File: src/rtl/ddr3_ref.sv
// DDR3 auto-refresh scheduler: counts refresh-interval ticks and, once initialisation is done,
// issues PRECHARGE-ALL + REFRESH pairs on the shared command port, postponing them while memory is busy.
module ddr3_ref #(
  parameter int DDR_ROW_BITS = 13,
  parameter int REF_POSTPONE = 4
) (
  input  logic                    clock,
  input  logic                    reset,
  input  logic                    cfg_run_i,
  input  logic                    cfg_req_i,
  output logic                    cfg_rdy_o,
  input  logic [2:0]              cfg_cmd_i,
  input  logic [2:0]              cfg_ba_i,
  input  logic [DDR_ROW_BITS-1:0] cfg_adr_i,
  input  logic                    cfg_ref_i,
  input  logic                    mem_busy_i,
  output logic                    ctl_req_o,
  input  logic                    ctl_rdy_i,
  output logic [2:0]              ctl_cmd_o,
  output logic [2:0]              ctl_ba_o,
  output logic [DDR_ROW_BITS-1:0] ctl_adr_o,
  output logic                    ref_busy_o,
  output logic                    ref_urgent_o,
  output logic                    ref_err_o
);

  localparam logic [2:0] CMD_NOOP = 3'b111;
  localparam logic [2:0] CMD_PREC = 3'b010;
  localparam logic [2:0] CMD_REFR = 3'b001;

  typedef enum logic [1:0] {ST_INIT, ST_IDLE, ST_PREA, ST_REFR} state_t;

  state_t     r_state;
  logic [3:0] r_pend;
  logic       r_ref_q;
  logic       r_err;
  logic       r_req;

  logic                    w_tick;
  logic                    w_acc;
  logic                    w_urgent;
  logic [DDR_ROW_BITS-1:0] w_a10;

  assign w_tick   = cfg_ref_i & ~r_ref_q;
  assign w_acc    = (r_state == ST_REFR) & r_req & ctl_rdy_i;
  assign w_urgent = (r_pend >= 4'(REF_POSTPONE));

  always_ff @(posedge clock) begin
    if (reset) begin
      r_state <= ST_INIT;
      r_pend  <= '0;
      r_ref_q <= 1'b0;
      r_err   <= 1'b0;
      r_req   <= 1'b0;
    end else begin
      r_ref_q <= cfg_ref_i;
      if (r_state == ST_INIT) begin
        r_pend <= '0;
        r_req  <= 1'b0;
        if (cfg_run_i) r_state <= ST_IDLE;
      end else if (!cfg_run_i) begin
        r_state <= ST_INIT;
        r_pend  <= '0;
        r_req   <= 1'b0;
      end else begin
        // a tick coinciding with a REFRESH acceptance cancels out
        if (w_tick && !w_acc) begin
          if (r_pend == 4'd8) r_err <= 1'b1;
          else                r_pend <= r_pend + 4'd1;
        end else if (!w_tick && w_acc) begin
          r_pend <= r_pend - 4'd1;
        end
        case (r_state)
          ST_IDLE: if (r_pend != 4'd0 && (!mem_busy_i || w_urgent)) begin
            r_state <= ST_PREA;
            r_req   <= 1'b1;
          end
          ST_PREA: if (r_req && ctl_rdy_i) r_state <= ST_REFR;
          ST_REFR: if (ctl_rdy_i) begin
            r_state <= ST_IDLE;
            r_req   <= 1'b0;
          end
          default: ;
        endcase
      end
    end
  end

  always_comb begin
    w_a10     = '0;
    w_a10[10] = 1'b1;
    cfg_rdy_o = 1'b0;
    ctl_req_o = r_req;
    ctl_cmd_o = CMD_NOOP;
    ctl_ba_o  = '0;
    ctl_adr_o = '0;
    case (r_state)
      ST_INIT: begin
        cfg_rdy_o = ctl_rdy_i;
        ctl_req_o = cfg_req_i;
        ctl_cmd_o = cfg_cmd_i;
        ctl_ba_o  = cfg_ba_i;
        ctl_adr_o = cfg_adr_i;
      end
      ST_PREA: begin
        ctl_cmd_o = CMD_PREC;
        ctl_adr_o = w_a10;
      end
      ST_REFR: ctl_cmd_o = CMD_REFR;
      default: ;
    endcase
  end

  assign ref_busy_o   = (r_state == ST_PREA) || (r_state == ST_REFR);
  assign ref_urgent_o = w_urgent;
  assign ref_err_o    = r_err;

endmodule
File: config.mk
export PLATFORM = sky130hd
export DESIGN_NAME = ddr3_ref
export DESIGN_NICKNAME = d
export VERILOG_FILES = /design/src/rtl/ddr3_ref.sv
export SDC_FILE = /design/constraint.sdc
export NUM_CORES = 1
export LEC_CHECK = 0
export CAP_MARGIN = 20
export CORE_MARGIN = 1
export CORE_UTILIZATION = 30
export CTS_CLUSTER_SIZE = 20
export DETAILED_ROUTE_END_ITERATION = 10
export PLACE_DENSITY = 0.81
export SKIP_LAST_GASP = 1
export SYNTH_ARGS = -nofsm -noshare
export SYNTH_HDL_FRONTEND = slang
export SYNTH_SLANG_ARGS = --single-unit
File: constraint.sdc
create_clock -name clock -period 1.82 [get_ports clock]
set_input_delay 0.273 -clock clock [delete_from_list [all_inputs] [get_ports clock]]
set_output_delay 0.273 -clock clock [all_outputs]
set_load 0.05 [all_outputs]
==> results of run 1 <==
[registers in the layout, indices dropped and copies added, names as in the netlist]
register,count
ref_err_o,1
r_ref_q,1
r_state,2
r_req,1
r_pend,4
[metal layers]
metal / GRT usage / vias up / wire, um
li1: - / 422 / -
met1: 0.185 / 392 / 875
met2: 0.385 / 45 / 1240
met3: 0.0617 / 6 / 193
met4: 0.0857 / 0 / 46
met5: 0 / - / 0
[worst paths after layout]
| kind | cells past startpoint | from | slack, ns | to |
|---|---|---|---|---|
| max | 8 | cfg_ref_i | 0.06 | r_pend[3]$_SDFFE_PP0P_ |
| min | 2 | ref_err_o$_SDFFE_PP0P_ | 0.46 | ref_err_o$_SDFFE_PP0P_ |
| max reg2reg | 7 | r_req$_SDFFE_PP0P_ | 0.14 | r_pend[3]$_SDFFE_PP0P_ |
| min reg2reg | 2 | ref_err_o$_SDFFE_PP0P_ | 0.46 | ref_err_o$_SDFFE_PP0P_ |
[cell usage after synthesis (all sizes together), types with 2 or more instances]
library cell / number
o21ai: 2
clkbuf: 5
a211oi: 2
nor2b: 2
nand4: 3
nor3: 3
or2: 2
and2: 17
ha: 2
nand3: 5
nand2: 2
a21oi: 5
dfxtp: 9
nor2: 9
inv: 4
a2111oi: 2
[cells by family (layout without fill, tap and decap cells)]
kind of cell,Yosys count,count (layout),synth area share
muxes,2,2,0.0309
adders and majority gates,3,3,0.0653
buffers and inverters,9,67,0.0780
and+or+nand+nor,46,46,0.381
AOI/OAI and AO/OA,17,17,0.171
xor gates and xnor gates,1,1,0.0127
DFF,9,9,0.261
[through the flow]
| stage | power (mW) | instances | hold slack [ns] | setup WS, ns |
|---|---|---|---|---|
| 6_report | 0.764 | 172 | 0.463 | 0.0613 |
| 5_1_grt | 0.793 | 172 | 0.506 | -0.0389 |
| 4_1_cts | 0.756 | 170 | 0.465 | 0.0114 |
| 3_5_place_dp | 0.593 | 166 | 0.456 | -0.391 |
| 3_3_place_gp | 0.587 | 166 | 0.457 | -0.245 |
| 2_1_floorplan | 0.380 | 87 | 0.345 | 0.0788 |
[worst register-to-register path, stage by stage (launching register included)]
cell and delay (ns):
dfxtp_1 0.37, nand4_1 0.22, nand2_4 0.18, ha_4 0.23
a21oi_4 0.24, and2_4 0.19, nand4_1 0.10, nand3_1 0.10
[placed cells by master (no fill, tap or decap), drive strengths merged, types with 4 or more instances in the layout]
master and instances:
inv 4, and2 17, dfxtp 9, nor2 9
nand3 5, clkbuf 4, clkdlybuf4s50 24, buf 34
a21oi 5
[repair_timing]
item | 4_1_cts | 5_1_grt
pin swaps | 0 | 4
setup endpoints to repair | 1 | 19
gates resized for setup | 8 | 14
setup buffers | 0 | 2
endpoints found under the hold margin | 0 | 0
[power by group through the flow]
stage                     Sequential, mW  Combinational (mW)  Clock, mW
after detailed placement           0.208               0.385          0
after CTS                          0.203               0.391      0.161
after global routing               0.204               0.421      0.167
final                              0.204               0.402      0.158
after global placement             0.207               0.380          0
after floorplan                    0.207               0.173          0
[area by class of cell]
class	count	area, sq um
clock buffers	4	26.3
fillers	132	483
inverters	4	15.0
multi-input cells	69	562
flip-flops and latches	9	180
well taps	27	33.8
repair buffers	59	762
==> flow_metrics.env, run 1 <==
export IMPL_clock_fmax_ghz=0.569
export IMPL_dr_first_iter_drc_count=12
export IMPL_seqPwrFrac=0.267
export IMPL_period_minus_slack_ns=1.76
export IMPL_cts_made_buffers=3
export IMPL_hp_class="reg2reg"
export IMPL_yosysTopAreaCell="dfxtp_1"
export IMPL_sw_frac_of_total=0.357
export IMPL_ys_seq_elements=9
export IMPL_rows=16
export IMPL_first_global_vias=878
export IMPL_ys_types=30
export IMPL_synth_edf_count=0
export IMPL_drt_vias_per_instance=5.03
export IMPL_internal_power_mw=0.491
export IMPL_antenna_found_initial=0
export IMPL_dr_pass1_iters=4
export IMPL_antenna_left=0
export IMPL_clk_pin_slew_ns=0.07
export IMPL_slew_headroom=0.776
export IMPL_initial_core_util=0.334
export IMPL_crit_family="buffers and inverters"
export IMPL_critical_path_max_stage_delay_ns=0.48
export IMPL_hold_violations=0
export IMPL_drive_gt1_frac=0.366
export IMPL_synth_ff_type="dfxtp_1"
export IMPL_async_flop_share=0
export IMPL_cts_tree="done"
export IMPL_die_y_um=49.9
export IMPL_nets=175
export IMPL_io_buffers=49
export IMPL_utilization=0.766
export IMPL_slowest_stage="clkdlybuf4s50_1"
export IMPL_grt_pass1_wl_um=3680
export IMPL_die_area_sq_um=2490
export IMPL_die_width_um=49.9
export IMPL_drc_errors=0
export IMPL_combPwrFrac=0.526
export IMPL_post_dp_hpwl_um=1870
export IMPL_min_period_over_period=0.966
export IMPL_fin_area_sq_um=1580
export IMPL_via_count=865
export IMPL_crit_type="in2reg"
export IMPL_worstPathArrival_ns=1.97
export IMPL_path_max_fanout=4
export IMPL_netlist_top_cells_area="dfxtp_1, and2_1, nor2_1"
export IMPL_grt_max_degree=17
export IMPL_cp_required_ns=2.03
export IMPL_drv_slew=0
export IMPL_syn_area_per_cell_sq_um=7.92
export IMPL_clk_path_buf_depth=2
export IMPL_boundaryPins=50
export IMPL_tightestPinTransition_ns=0.336
export IMPL_yosysTopAreaCellShare=0.261
export IMPL_clock_skew_ns=0.00627
export IMPL_maxCapViolations=0
export IMPL_path_cells="clkdlybuf4s50_1, nor2b_4, nand2_4, ha_4, a21oi_4, a2111oi_4, mux2i_1, nand3_1"
export IMPL_p_clk_frac=0.206
export IMPL_endpoint_kind="flip-flop"
export IMPL_insertedDiodeCount=0
export IMPL_htreeDepth=1
export IMPL_yosys_warnings=0
export IMPL_synth_nets=116
export IMPL_gp_congestion=0.784
export IMPL_wl_per_cell_um=13.7
export IMPL_grt_overflow=0
export IMPL_root_buffer="clkbuf_4"
export IMPL_grt_usage=0.198
export IMPL_crit_path_start_kind="input pin"
export IMPL_core_area_sq_um=2060
export IMPL_fin_setup_tns_ns=0
export IMPL_synth_cells=87
export IMPL_crit_buf_inv=1
export IMPL_p_sw_mw=0.273
export IMPL_area_growth_pct=129
export IMPL_clock_latency_ns=0.26
export IMPL_placed_cell_area_sq_um=1430
export IMPL_cts_sinks=9
export IMPL_setup_viol=0
export IMPL_netlist_area_sq_um=689
export IMPL_ys_seq_area_frac=0.261
export IMPL_wl_um=2350
export IMPL_holdBufCountCts=0
export IMPL_powerDensity_nw_per_um2=484
export IMPL_outcome="finished clean"
export IMPL_power_leakage_nw=0.634
export IMPL_ir_drop_mv=0.340
Power figures use the tool's default switching activity.
==> inputs of run 2 (changes only) <==
- CTS_CLUSTER_SIZE: 20 -> 25
==> results of run 2 <==
Final layout, timing and power as in run 1 (identical DEF).
